==> src/rtl/spi_pkg.sv <==
// Shared types for the parametrised SPI master: FSM state encoding and the
// per-frame configuration captured on a start request.
package spi_pkg;

   localparam int SPI_MAX_DATA_W = 32;
   localparam int SPI_MAX_DIV_W  = 16;
   localparam int SPI_MAX_SS_W   = 4;

   typedef enum logic [2:0] {
      IDLE,
      LEAD,
      XFER,
      TRAIL,
      DONE
   } spi_state_e;

   typedef struct packed {
      logic                     msb;
      logic                     cpol;
      logic                     cpha;
      logic [SPI_MAX_DIV_W-1:0] div;
      logic [SPI_MAX_SS_W-1:0]  ss_sel;
   } spi_cfg_t;

endpackage

==> src/rtl/spi_clk_gen.sv <==
// Half-period tick generator: one-cycle tick every div+1 clk cycles while
// enabled, counter held at zero when disabled.
module spi_clk_gen
   import spi_pkg::*;
#(
   parameter int DIV_W = 4
) (
   input  logic                     clk,
   input  logic                     rst_n,
   input  logic                     en,
   input  logic [SPI_MAX_DIV_W-1:0] div,
   output logic                     tick
);

   logic [DIV_W-1:0] cnt_q, cnt_d;

   assign tick = en && (SPI_MAX_DIV_W'(cnt_q) == div);

   always_comb begin
      cnt_d = '0;
      if (en && !tick) begin
         cnt_d = cnt_q + DIV_W'(1);
      end
   end

   always_ff @(posedge clk or negedge rst_n) begin
      if (!rst_n) begin
         cnt_q <= '0;
      end else begin
         cnt_q <= cnt_d;
      end
   end

endmodule

==> src/rtl/spi_master_multi.sv <==
// Full-duplex SPI master: DATA_W-bit frames, CPOL/CPHA modes, programmable
// SCLK divider, NUM_SS selects. Optional SPI_LOOPBACK_EN adds SPI_loopback.
//
// state | meaning
// IDLE  | selects high, SCLK at latched cpol, wait for start rising edge
// LEAD  | one half-period with select low before the first SCLK edge
// XFER  | 2*DATA_W SCLK edges, one per half-period tick
// TRAIL | one half-period with SCLK idle and select still low
// DONE  | one cycle: release select, publish received frame, pulse flag
module spi_master_multi
   import spi_pkg::*;
#(
   parameter int DATA_W = 8,
   parameter int NUM_SS = 4,
   parameter int DIV_W  = 4
) (
   input  logic                                          clk,
   input  logic                                          SPI_reset,
   input  logic [DATA_W-1:0]                             SPI_data_trans,
   input  logic                                          SPI_MSB,
   input  logic                                          SPI_cpol,
   input  logic                                          SPI_cpha,
   input  logic [DIV_W-1:0]                              SPI_div,
   input  logic [((NUM_SS > 1) ? $clog2(NUM_SS) : 1)-1:0] SPI_ss_sel,
   input  logic                                          SPI_start,
   input  logic                                          SPI_miso,
`ifdef SPI_LOOPBACK_EN
   input  logic                                          SPI_loopback,
`endif
   output logic                                          SPI_sclk,
   output logic                                          SPI_mosi,
   output logic [NUM_SS-1:0]                             SPI_slave_select,
   output logic [DATA_W-1:0]                             SPI_data_rec,
   output logic                                          SPI_busy,
   output logic                                          SPI_flag
);

   localparam int CNT_W = $clog2(2 * DATA_W);
   localparam logic [CNT_W-1:0] LAST_EDGE = CNT_W'(2 * DATA_W - 1);

   if (DATA_W < 2 || DATA_W > SPI_MAX_DATA_W) begin : g_bad_data_w
      $error("spi_master_multi: DATA_W out of range");
   end

   spi_state_e        state_q, state_d;
   spi_cfg_t          cfg_q, cfg_d;
   logic [DATA_W-1:0] tx_q, tx_d, rx_q, rx_d, data_rec_q, data_rec_d;
   logic [CNT_W-1:0]  edge_q, edge_d;
   logic              start_prev_q;
   logic              sclk_q, sclk_d, mosi_q, mosi_d, busy_q, busy_d, flag_q, flag_d;
   logic [NUM_SS-1:0] ss_q, ss_d, sel_mask;
   logic              tick, clk_en, start_rise, rx_bit, cur_bit, next_bit, sample_edge;
   logic [DATA_W-1:0] tx_shifted;

   assign start_rise  = SPI_start & ~start_prev_q;
   assign clk_en      = (state_q == LEAD) || (state_q == XFER) || (state_q == TRAIL);
   assign cur_bit     = cfg_q.msb ? tx_q[DATA_W-1] : tx_q[0];
   assign next_bit    = cfg_q.msb ? tx_q[DATA_W-2] : tx_q[1];
   assign tx_shifted  = cfg_q.msb ? {tx_q[DATA_W-2:0], 1'b0} : {1'b0, tx_q[DATA_W-1:1]};
   // Even edge count is the leading edge; cpha flips which edge samples.
   assign sample_edge = ~edge_q[0] ^ cfg_q.cpha;

`ifdef SPI_LOOPBACK_EN
   assign rx_bit = SPI_loopback ? mosi_q : SPI_miso;
`else
   assign rx_bit = SPI_miso;
`endif

   spi_clk_gen #(
      .DIV_W (DIV_W)
   ) u_clk_gen (
      .clk   (clk),
      .rst_n (SPI_reset),
      .en    (clk_en),
      .div   (cfg_q.div),
      .tick  (tick)
   );

   // Out-of-range selects leave every line high.
   always_comb begin
      sel_mask = '1;
      for (int i = 0; i < NUM_SS; i++) begin
         if (cfg_q.ss_sel == SPI_MAX_SS_W'(i)) begin
            sel_mask[i] = 1'b0;
         end
      end
   end

   always_comb begin
      state_d    = state_q;
      cfg_d      = cfg_q;
      tx_d       = tx_q;
      rx_d       = rx_q;
      edge_d     = edge_q;
      data_rec_d = data_rec_q;
      sclk_d     = cfg_q.cpol;
      mosi_d     = mosi_q;
      ss_d       = '1;
      busy_d     = 1'b0;
      flag_d     = 1'b0;
      unique case (state_q)
         IDLE: begin
            mosi_d = 1'b0;
            // The cycle after DONE still shows the flag; starts there are dropped too.
            if (start_rise && !flag_q) begin
               cfg_d.msb    = SPI_MSB;
               cfg_d.cpol   = SPI_cpol;
               cfg_d.cpha   = SPI_cpha;
               cfg_d.div    = SPI_MAX_DIV_W'(SPI_div);
               cfg_d.ss_sel = SPI_MAX_SS_W'(SPI_ss_sel);
               tx_d         = SPI_data_trans;
               rx_d         = '0;
               edge_d       = '0;
               sclk_d       = SPI_cpol;
               state_d      = LEAD;
            end
         end
         LEAD: begin
            busy_d = 1'b1;
            ss_d   = sel_mask;
            mosi_d = cfg_q.cpha ? 1'b0 : cur_bit;
            if (tick) begin
               state_d = XFER;
            end
         end
         XFER: begin
            busy_d = 1'b1;
            ss_d   = sel_mask;
            sclk_d = sclk_q;
            if (tick) begin
               sclk_d = ~sclk_q;
               edge_d = edge_q + CNT_W'(1);
               if (sample_edge) begin
                  rx_d = cfg_q.msb ? {rx_q[DATA_W-2:0], rx_bit} : {rx_bit, rx_q[DATA_W-1:1]};
               end else if (cfg_q.cpha) begin
                  mosi_d = cur_bit;
                  tx_d   = tx_shifted;
               end else if (edge_q != LAST_EDGE) begin
                  mosi_d = next_bit;
                  tx_d   = tx_shifted;
               end
               if (edge_q == LAST_EDGE) begin
                  state_d = TRAIL;
               end
            end
         end
         TRAIL: begin
            busy_d = 1'b1;
            ss_d   = sel_mask;
            if (tick) begin
               state_d = DONE;
            end
         end
         DONE: begin
            mosi_d     = 1'b0;
            flag_d     = 1'b1;
            data_rec_d = rx_q;
            state_d    = IDLE;
         end
         default: begin
            state_d = IDLE;
         end
      endcase
   end

   always_ff @(posedge clk or negedge SPI_reset) begin
      if (!SPI_reset) begin
         state_q      <= IDLE;
         cfg_q        <= '0;
         tx_q         <= '0;
         rx_q         <= '0;
         edge_q       <= '0;
         data_rec_q   <= '0;
         start_prev_q <= 1'b1;
         sclk_q       <= 1'b0;
         mosi_q       <= 1'b0;
         ss_q         <= '1;
         busy_q       <= 1'b0;
         flag_q       <= 1'b0;
      end else begin
         state_q      <= state_d;
         cfg_q        <= cfg_d;
         tx_q         <= tx_d;
         rx_q         <= rx_d;
         edge_q       <= edge_d;
         data_rec_q   <= data_rec_d;
         start_prev_q <= SPI_start;
         sclk_q       <= sclk_d;
         mosi_q       <= mosi_d;
         ss_q         <= ss_d;
         busy_q       <= busy_d;
         flag_q       <= flag_d;
      end
   end

   assign SPI_sclk         = sclk_q;
   assign SPI_mosi         = mosi_q;
   assign SPI_slave_select = ss_q;
   assign SPI_data_rec     = data_rec_q;
   assign SPI_busy         = busy_q;
   assign SPI_flag         = flag_q;

endmodule
==> config.mk <==
export PLATFORM = sky130hd
export DESIGN_NAME = spi_master_multi
export DESIGN_NICKNAME = d
export VERILOG_FILES = /design/src/rtl/spi_pkg.sv /design/src/rtl/spi_clk_gen.sv /design/src/rtl/spi_master_multi.sv
export SDC_FILE = /design/constraint.sdc
export NUM_CORES = 1
export LEC_CHECK = 0
export ABC_AREA = 1
export BUFFER_PORTS_ARGS = -buffer_cell sky130_fd_sc_hd__buf_2
export CAP_MARGIN = 10
export CORE_MARGIN = 5
export CORE_UTILIZATION = 50
export CTS_CLUSTER_SIZE = 30
export DETAILED_ROUTE_END_ITERATION = 10
export PLACE_DENSITY = 0.76
export SYNTH_ARGS = -nofsm -noshare
export SYNTH_HDL_FRONTEND = slang
export SYNTH_SLANG_ARGS = --single-unit
==> constraint.sdc <==
create_clock -name clk -period 2.35 [get_ports clk]
set_clock_uncertainty 0.05 [all_clocks]
set_input_delay 0.235 -clock clk [delete_from_list [all_inputs] [get_ports clk]]
set_output_delay 0.235 -clock clk [all_outputs]
set_load 0.01 [all_outputs]
==> results.md <==
* Outcome: finished, final reports clean
* Crit path buf inv count at 1
* DRC at 0
* Vias/cell at 4.88
* Tcrit/Tclk final at 0.783
* Leak pwr at 1.62 nW
* Final setup violation count at 0
* Initial Utilization at 0.516
* Clk Latency, worst-skew pair at 0.31 ns
* Crit-path slowest cell: dfrtp_1
* H-tree depth at 2
* Clock buffer depth at 2
* CP Data Required Time at 2.55 ns
* Max transition margin at 0.590
* Peak supply drop at 0.512 mV
* Seq/Total Area, Yosys at 0.502
* Setup TNS Final at 0 ns
* Final Max Tran Viols at 0
* Layout cell share with drive strength beyond 1 at 0.199
* Ant diodes at 0
* Root buf cell: clkbuf_8
* Final period demand of the worst path at 1.84 ns
* TritonCTS clock tree: done
* Flop2flop setup slack at 0.51 ns
* Area grow syn2layout at 13.5%
* Initial antenna violation count at 0
* Syn Area/Cell at 7.69 sq um
* Filler cells at 520
* Core Footprint at 5140 sq um
* Slew at the pin closest to its max-slew limit at 0.615 ns
* # hold bufs at CTS at 2
* Final net count at 408
* RSZ-0062 raised after global routing: false
* Setup Buffers After CTS at 0
* CTS Buf Count at 5
* R2R depth at 7
* Crit Path Category: reg2reg
* Full die area at 6860 sq um
* Levels on crit path at 7
* RD Place Congestion at 0.872
* Yosys reg bits at 53
* Num ports at 37
* Die Height at 82.9 microns
* 1st-iter DRT viols at 113
* Crit path DAT at 2.04 ns
* Cell variety after synth at 25
* Max Cap Violations at 0
* FP Rows at 26
* Overall power at 3.49 mW
* CP Capture Type: flip-flop
* WL per Instance at 12.1 microns
* Worst Hold Class: in2reg
* Drt first pass iters at 4
* Vias in the first global route at 2044
* Post-synthesis cell area at 2650 sq um
* Sink Count at 53
* Syn_nets at 368
* Detailed placer's ending HPWL at 4030 microns
* CP most frequent cell: nand2_2
* Largest net degree at the start of global routing at 30
* Total number of vias at 2225
* Crit Path Max Fanout at 26
* First-pass GRT wire length at 9370 microns
* Hold path cells at 3
* Hold Violations, Final at 0
* Type of origin of the critical path: flip-flop
* Die width at 82.9 microns
* Commonest non-fill, non-tap cell in the layout: nand2_1
* Total GRT Usage at 0.165
* Clock-pin slew of the registers on the worst-case setup and hold paths at 0.10 ns
* Port Buffer Count at 36
* Post-CTS resize count at 0
* Ys Warns at 0
* Most frequent cells in the layout: 135 x nand2_1, 48 x dfrtp_1, 38 x nand3_1
* CP peak stage delay at 0.46 ns
* Family with the most delay on the worst path: simple AND/OR/NAND/NOR gates
* DRT antenna net count at 0
* DRT Wirelength at 5530 microns
* Gr ovfl total at 0
* Fmax at 0.544 GHz
* Crit-path cells: inv_2, nand2_2, nor2_4, nand2_2, nand2_2, nand2_1, nand2_1
* Power Dens Cells at 1160 nW/um^2
* Post-synthesis instance total at 345
final timing paths:
| kind | from | end |
|---|---|---|
| max | state_q[2] | rx_q[5] |
| min | SPI_cpha | cfg_q[20] |
| max reg2reg | state_q[2] | rx_q[5] |
| min reg2reg | cfg_q[0] | SPI_slave_select[1] |
| max in group asynchronous | SPI_reset | edge_q[3] |
| min in group asynchronous | SPI_reset | u_clk_gen.cnt_q[2] |
tightest hold or removal path, delay by kind of cell:
kind	cells	cell delay [ns]
AND/OR/NAND/NOR	1	0.03
AO/OA/AOI/OAI	1	0.09
buffers and inverters	1	0.07
per-layer routing:
metal | routed length [microns] | vias up | part of all wire | track usage
li1 | - | 1158 | - | -
met1 | 2590 | 1005 | 0.47 | 0.229
met3 | 296 | 6 | 0.054 | 0.0426
met5 | 0 | - | 0 | 0
met2 | 2560 | 56 | 0.46 | 0.252
met4 | 76 | 0 | 0.014 | 0.0550
cell type report:
cell class / count / area [sq um] / area share
multi-input combinational: 251 / 1150 / 0.383
clock inverter: 2 / 13.8 / 0.00457
inverter: 34 / 128 / 0.0424
sequential: 53 / 1330 / 0.442
timing repair buffer: 40 / 215 / 0.0714
tap: 70 / 87.6 / 0.0291
clock buffer: 6 / 82.6 / 0.0274
state kept, by name, summed over array words and instances (netlist names):
signal            count
SPI_busy              1
SPI_data_rec          8
SPI_flag              1
SPI_mosi              1
SPI_sclk              1
SPI_slave_select      4
cfg_q                 9
edge_q                4
rx_q                  8
start_prev_q          1
state_q               3
tx_q                  8
u_clk_gen.cnt_q       4
stage by stage:
| step | cells | instance area (sq um) | worst slack (ns) | utilization | hold WS, ns |
|---|---|---|---|---|---|
| detailed placement | 446 | 2900 | 0.532 | 0.564 | 0.230 |
| finish | 456 | 3010 | 0.511 | 0.586 | 0.116 |
| global route | 456 | 3010 | 0.288 | 0.586 | 0.121 |
| global placement | 446 | 2900 | 0.586 | 0.564 | 0.229 |
| CTS | 456 | 3010 | 0.515 | 0.586 | 0.116 |
| floorplan | 345 | 2650 | 0.955 | - | -0.111 |
where the power goes:
part	internal, mW	switching [mW]	total, mW
sequential	1.21	0.233	1.44
clock	0.240	0.305	0.544
combinational	0.490	1.01	1.50
Yosys cell counts:
cell type  count  share of area
nand2_4        3          0.013
a21oi_1        9          0.017
nor2_4         2         0.0085
nor2_2         3         0.0071
o21ai_0       13          0.025
nand2_1      135           0.19
dfstp_2        5          0.050
ha_1           2         0.0094
nor2_1        21          0.030
nand3b_1       1         0.0028
inv_1         26          0.037
buf_4          2         0.0057
or2_2          2         0.0047
nor3_1         1         0.0019
dfrtp_1       48           0.45
nand4_1        1         0.0024
inv_2          7         0.0099
xor2_1         2         0.0066
o21ai_1        8          0.015
nor2_8         1         0.0075
nand3_1       38          0.072
clkinv_1       1         0.0014
buf_2          5         0.0094
xnor2_1        1         0.0033
nand2_2        8          0.019
cells by family (layout without fill, tap and decap cells):
| group | after synthesis | count (layout) | synth area share |
|---|---|---|---|
| compound gates | 30 | 30 | 0.0566 |
| flops | 53 | 53 | 0.502 |
| simple gates | 216 | 216 | 0.359 |
| fa+ha+maj | 2 | 2 | 0.00943 |
| buf+inv | 41 | 82 | 0.0632 |
| xor+xnor | 3 | 3 | 0.00990 |
Note: power is estimated with default switching activity, not from simulation.
